--- config.mk ---
export PLATFORM = sky130hd
export DESIGN_NAME = bp_be_fp_unbox_pipe
export DESIGN_NICKNAME = d
export VERILOG_FILES = /design/src/rtl/bp_be_fp_unbox_pipe_pkg.sv /design/src/rtl/bp_be_fp_rec_dp_to_sp.sv /design/src/rtl/bp_be_fp_unbox_pipe.sv
export SDC_FILE = /design/constraint.sdc
export NUM_CORES = 1
export LEC_CHECK = 0
export CORE_MARGIN = 3
export CORE_UTILIZATION = 29
export CTS_CLUSTER_SIZE = 40
export DETAILED_ROUTE_END_ITERATION = 16
export PLACE_DENSITY = 0.5
export SYNTH_ARGS = -nofsm -noshare
export SYNTH_HDL_FRONTEND = slang
export SYNTH_SLANG_ARGS = --single-unit
--- constraint.sdc ---
create_clock -name clk_i -period 3.98 [get_ports clk_i]
set_input_delay 0.597 -clock clk_i [delete_from_list [all_inputs] [get_ports clk_i]]
set_output_delay 0.597 -clock clk_i [all_outputs]
set_load 0.02 [all_outputs]
--- src/rtl/bp_be_fp_unbox_pipe_pkg.sv ---
// Shared types and constants for the FP unbox pipeline: register-file entry
// layout (tag + 65-bit recoded DP), recoded SP layout and canonical NaN images.
package bp_be_fp_unbox_pipe_pkg;

    typedef enum logic { e_bp_default_cfg = 1'b0 } bp_params_e;

    localparam int dword_width_gp  = 64;
    localparam int dp_exp_width_gp = 11;
    localparam int dp_sig_width_gp = 53;
    localparam int sp_exp_width_gp = 8;
    localparam int sp_sig_width_gp = 24;
    localparam int dp_rec_width_gp = 1 + (dp_exp_width_gp + 1) + (dp_sig_width_gp - 1);
    localparam int dpath_width_gp  = 1 + dp_rec_width_gp;

    // Exponent offset between recoded DP and recoded SP encodings
    localparam int fp_bias_adj_gp = (1 << dp_exp_width_gp) - (1 << sp_exp_width_gp);

    localparam logic [dword_width_gp-1:0] fp_canon_nan_sp_gp = 64'hFFFF_FFFF_7FC0_0000;
    localparam logic [dword_width_gp-1:0] fp_canon_nan_dp_gp = 64'h7FF8_0000_0000_0000;

    typedef enum logic { e_fp_dp = 1'b0, e_fp_sp = 1'b1 } bp_be_fp_tag_e;

    typedef struct packed {
        logic                         sign;
        logic [dp_exp_width_gp:0]     exp;
        logic [dp_sig_width_gp-2:0]   fract;
    } bp_hardfloat_rec_dp_s;

    typedef struct packed {
        logic                         sign;
        logic [sp_exp_width_gp:0]     exp;
        logic [sp_sig_width_gp-2:0]   fract;
    } bp_hardfloat_rec_sp_s;

    typedef struct packed {
        bp_be_fp_tag_e         tag;
        bp_hardfloat_rec_dp_s  rec;
    } bp_be_fp_reg_s;

endpackage

--- src/rtl/bp_be_fp_rec_dp_to_sp.sv ---
// Combinational downconvert of a recoded DP value that holds an SP-representable
// number into the recoded SP encoding (exponent rebias, fraction truncation).
module bp_be_fp_rec_dp_to_sp
    import bp_be_fp_unbox_pipe_pkg::*;
(
    input  bp_hardfloat_rec_dp_s dp_rec,
    output bp_hardfloat_rec_sp_s sp_rec
);

    logic [2:0]  exp_code;
    logic        special;
    logic [11:0] exp_adj;
    logic        unused_bits;

    // Zero and inf/NaN classes keep their 3-bit class code; others are rebiased
    assign exp_code = dp_rec.exp[11:9];
    assign special  = (exp_code == 3'd0) || (exp_code >= 3'd6);
    assign exp_adj  = dp_rec.exp - 12'(fp_bias_adj_gp);

    assign sp_rec.sign  = dp_rec.sign;
    assign sp_rec.exp   = special ? {exp_code, dp_rec.exp[5:0]} : exp_adj[8:0];
    assign sp_rec.fract = dp_rec.fract[51:29];

    assign unused_bits = ^{exp_adj[11:9], dp_rec.fract[28:0]};

endmodule

--- src/rtl/bp_be_fp_unbox_pipe.sv ---
// Two-stage recoded-FP to IEEE image converter with valid/ready and flush.
// Optional macro BP_BE_FP_UNBOX_CANON_NAN_EN replaces any NaN with the canonical NaN.
module bp_be_fp_unbox_pipe
    import bp_be_fp_unbox_pipe_pkg::*;
#(
    parameter bp_params_e bp_params_p = e_bp_default_cfg
)(
    input  logic                      clk_i,
    input  logic                      reset_n_i,
    input  logic                      flush_i,
    input  logic [dpath_width_gp-1:0] reg_i,
    input  logic                      v_i,
    output logic                      ready_and_o,
    output logic [dword_width_gp-1:0] raw_o,
    output logic                      v_o,
    input  logic                      ready_and_i
);

    if (bp_params_p != e_bp_default_cfg) begin : g_cfg_check
        $error("bp_be_fp_unbox_pipe: unsupported processor configuration");
    end

    function automatic logic [63:0] dp_to_ieee(input bp_hardfloat_rec_dp_s rec);
        logic        is_zero, is_special, is_inf, is_sub;
        logic [5:0]  shamt;
        logic [52:0] sig;
        logic [51:0] denorm;
        logic [10:0] exp_out;
        logic [51:0] fract_out;
        is_zero    = (rec.exp[11:9] == 3'b000);
        is_special = (rec.exp[11:10] == 2'b11);
        is_inf     = is_special & ~rec.exp[9];
        is_sub     = (rec.exp < 12'd1026);
        shamt      = 6'd1 - rec.exp[5:0];
        sig        = {1'b0, ~is_zero, rec.fract[51:1]};
        denorm     = 52'(sig >> shamt);
        exp_out    = (is_sub ? 11'd0 : rec.exp[10:0] - 11'd1025) | {11{is_special}};
        fract_out  = is_sub ? denorm : (is_inf ? 52'd0 : rec.fract);
        return {rec.sign, exp_out, fract_out};
    endfunction

    function automatic logic [31:0] sp_to_ieee(input bp_hardfloat_rec_sp_s rec);
        logic        is_zero, is_special, is_inf, is_sub;
        logic [4:0]  shamt;
        logic [23:0] sig;
        logic [22:0] denorm;
        logic [7:0]  exp_out;
        logic [22:0] fract_out;
        is_zero    = (rec.exp[8:6] == 3'b000);
        is_special = (rec.exp[8:7] == 2'b11);
        is_inf     = is_special & ~rec.exp[6];
        is_sub     = (rec.exp < 9'd130);
        shamt      = 5'd1 - rec.exp[4:0];
        sig        = {1'b0, ~is_zero, rec.fract[22:1]};
        denorm     = 23'(sig >> shamt);
        exp_out    = (is_sub ? 8'd0 : rec.exp[7:0] - 8'd129) | {8{is_special}};
        fract_out  = is_sub ? denorm : (is_inf ? 23'd0 : rec.fract);
        return {rec.sign, exp_out, fract_out};
    endfunction

    bp_be_fp_reg_s        in_reg;
    logic                 vld_p1, vld_p2;
    bp_be_fp_tag_e        tag_p1;
    bp_hardfloat_rec_dp_s rec_p1;
    bp_hardfloat_rec_sp_s sp_rec_p1;
    logic [63:0]          raw_next;
    logic [63:0]          raw_p2;
    logic                 accept, load_p2;

    assign in_reg      = reg_i;
    assign ready_and_o = ~flush_i & (~vld_p1 | ~vld_p2 | ready_and_i);
    assign accept      = v_i & ready_and_o;
    assign load_p2     = vld_p1 & (~vld_p2 | ready_and_i);

    always_ff @(posedge clk_i or negedge reset_n_i) begin
        if (!reset_n_i) begin
            vld_p1 <= 1'b0;
            vld_p2 <= 1'b0;
        end else if (flush_i) begin
            vld_p1 <= 1'b0;
            vld_p2 <= 1'b0;
        end else begin
            if (accept)
                vld_p1 <= 1'b1;
            else if (load_p2)
                vld_p1 <= 1'b0;
            if (load_p2)
                vld_p2 <= 1'b1;
            else if (ready_and_i)
                vld_p2 <= 1'b0;
        end
    end

    // ---- stage 1: capture tag/rec; SP downconvert from the registered value
    always_ff @(posedge clk_i or negedge reset_n_i) begin
        if (!reset_n_i) begin
            tag_p1 <= e_fp_dp;
            rec_p1 <= '0;
        end else if (accept) begin
            tag_p1 <= in_reg.tag;
            rec_p1 <= in_reg.rec;
        end
    end

    bp_be_fp_rec_dp_to_sp u_dp_to_sp (
        .dp_rec (rec_p1),
        .sp_rec (sp_rec_p1)
    );

    // ---- stage 2: recoded to IEEE, SP results NaN-boxed
    always_comb begin
        raw_next = (tag_p1 == e_fp_sp) ? {32'hFFFF_FFFF, sp_to_ieee(sp_rec_p1)}
                                       : dp_to_ieee(rec_p1);
`ifdef BP_BE_FP_UNBOX_CANON_NAN_EN
        if ((tag_p1 == e_fp_sp) && (sp_rec_p1.exp[8:6] == 3'b111))
            raw_next = fp_canon_nan_sp_gp;
        else if ((tag_p1 == e_fp_dp) && (rec_p1.exp[11:9] == 3'b111))
            raw_next = fp_canon_nan_dp_gp;
`endif
    end

    always_ff @(posedge clk_i or negedge reset_n_i) begin
        if (!reset_n_i)
            raw_p2 <= '0;
        else if (load_p2)
            raw_p2 <= raw_next;
    end

    assign raw_o = raw_p2;
    assign v_o   = vld_p2;

endmodule
==> flow_metrics.tcl <==
set metrics [dict create \
    power_mw 7.71 \
    rsz0062_at_grt "no" \
    grt_pass1_vias 9302 \
    setup_ws_ns 0.450 \
    clock-sinks 132 \
    insertion_delay_ns 0.45 \
    vias 9463 \
    endpoint_kind "flop" \
    overflow 0 \
    grt_max_degree 86 \
    grt_use_total_pct 25.3 \
    fin_skew_ns 0.0121 \
    powerDensity_nw_per_um2 614 \
    rows 67 \
    hold_path_class "in -> async" \
    syn_to_final_growth_pct 25.3 \
    drt_iter0_drc 1236 \
    root_buffer "clkbuf_16" \
    cts_tree "done" \
    fmax_ghz 0.283 \
    diodes 0 \
    final_util_pct 37.1 \
    cpMaxStageDelayCell "ha_2" \
    grt_pass1_wl_um 67300 \
    pre_cts_ws_ns 0.539 \
    synth_top_area_cell "dfrtp_1" \
    numCtsBuffers 17 \
    pin_count 137 \
    ant_nets 0 \
    die_w_um 192 \
    slew_viol_final 0 \
    ys_seq_area_share_pct 33.0 \
    tightest_slew_ns 0.908 \
    initial_utilization_pct 29.6 \
    crit_top_cell "a211oi_1" \
    power_leakage_nw 4.74 \
    htreeDepth 4 \
    drive_above_1_share_pct 24.4 \
    cp_data_arrival_time_ns 3.82 \
    place_hpwl_um 35400 \
    peakVddDrop_uv 352 \
    synth_fp_nets 1087 \
    worstPathRequired_ns 4.27 \
    yosysUniqueCellTypes 75 \
    synth_ff_type "dfrtp_1" \
    slew_headroom_pct 39.5 \
    avgRoutedWirePerCell_um 29.2 \
    fin_nets 1204 \
    status "completed" \
    io_buffers 136 \
    antenna_found_initial 1 \
    synth_top_area_share_pct 33.0 \
    cp_max_fo 29 \
    setup_violations 0 \
    synth_warnings 0 \
    fin_crit_ns 3.53 \
    clock_path_buffers 2 \
    path_buf_inv 2 \
    synth_edf_count 0 \
    critPathLaunchType "flop" \
    period_share_pct 88.7 \
    fin_setup_tns_ns 0 \
    syn_inst 1014 \
    drc_errors 0 \
    hold_viol 0 \
    critPathMaxStageDelay_ns 0.75 \
    worstSetupPathType "reg -> reg" \
    cts_resized 0 \
    vias_per_cell 5.94 \
    syn_area_per_cell_um2 9.87 \
    max_cap_violations 0 \
    ys_ff_latch 132 \
    ys_async_sr_fraction_pct 100 \
    hold_ws_ns 0.219 \
    die_area_um2 36800 \
    fin_cells 1592 \
    place_inst 1560 \
    reg2reg_slack_ns 0.45 \
    cts_hold_buffers 0 \
    place_congestion 1.05 \
    cp_top_family "compound AO/OA/AOI/OAI gates" \
    fp.dieH_um 192 \
    stdcell_area_um2 12500 \
    postCtsSetupRepairBufs 0 \
    path_clk_slew_ns 0.06 \
    wirelength_um 46400 \
    core_um2 33800 \
    path_cells "inv_2 > ha_2 > buf_4 > mux4_2 > mux2_2 > nor2_1 > nor3_1 > a211oi_1 > a211oi_1" \
    placed_area_um2 11900 \
    drt-pass1-iter-count 6 \
    synth_area_um2 10000 \
    synthTopCellsByArea "dfrtp_1, mux4_2, mux2_2" \
]
-- layout by cell type (no fill, tap or decap), types with 23 or more instances in the layout --
| cell type | count |
|---|---|
| mux2_2 | 103 |
| clkdlybuf4s50_1 | 135 |
| nand2_1 | 86 |
| a221oi_1 | 38 |
| nor2_1 | 118 |
| mux4_2 | 54 |
| o21ai_0 | 39 |
| buf_4 | 54 |
| dfrtp_1 | 131 |
| nor3_1 | 23 |
| a211oi_1 | 34 |
| a21oi_1 | 60 |
-- metal layers --
metal  wire length (µm)  global-route usage, %
met5                 14                      0
met2              20300                   37.8
met4               1260                   7.59
met1              21200                   37.0
met3               3740                   4.75
-- layout make-up --
cell class,instances,area (µm²)
clock buffers,20,467
clock inverters,12,154
fillers,3424,21200
inverters,14,52.6
multi-input cells,774,6200
flip-flops and latches,132,3310
well taps,448,561
repair buffers,192,1810
-- final timing paths --
kind	start	endpoint	cells after the start
setup / recovery	rec_p1[53]	raw_o[9]	9
hold / removal	reset_n_i	rec_p1[12]	1
setup reg to reg	rec_p1[53]	raw_o[9]	9
hold reg to reg	raw_o[63]	raw_o[63]	2
max in group asynchronous	reset_n_i	raw_o[38]	2
min in group clk_i	raw_o[63]	raw_o[63]	2
-- logic make-up after synthesis --
kind of cell,synth area share (%)
simple gates,13.7
compound gates,20.2
mux,26.2
flops,33.0
buf+inv,5.40
xor+xnor,1.22
fa+ha+maj,0.250
-- cells in the mapped netlist, types with 6 or more instances --
cell type	n
dfrtp_1	132
nor2_1	118
mux2_2	103
nand2_1	87
a21oi_1	60
mux4_2	54
clkbuf_1	45
o21ai_0	39
a221oi_1	38
a211oi_1	34
buf_2	27
nor3_1	23
mux2i_1	22
nand3_1	17
inv_1	13
o31ai_1	12
buf_6	11
o211ai_1	9
xnor2_1	9
a21o_1	8
a31oi_1	7
a311oi_1	6
and2_1	6
buf_1	6
-- flip-flops by register name, indices dropped and copies added (netlist names) --
name and flops:
rec_p1 65, v_o 1, tag_p1 1, raw_o 64, vld_p1 1
-- power by group --
part,switching (mW),internal (mW)
Sequential,0.492,1.63
Combinational,2.27,1.60
Clock,0.675,1.03
Total,3.44,4.27
-- worst reg2reg max path, stage by stage, from the launching register on --
cell,delay (ns)
dfrtp_1,0.47
inv_2,0.06
ha_2,0.75
buf_4,0.40
mux4_2,0.38
mux2_2,0.33
nor2_1,0.11
nor3_1,0.06
a211oi_1,0.61
a211oi_1,0.20
No activity file was read; power rests on OpenSTA's default activity.
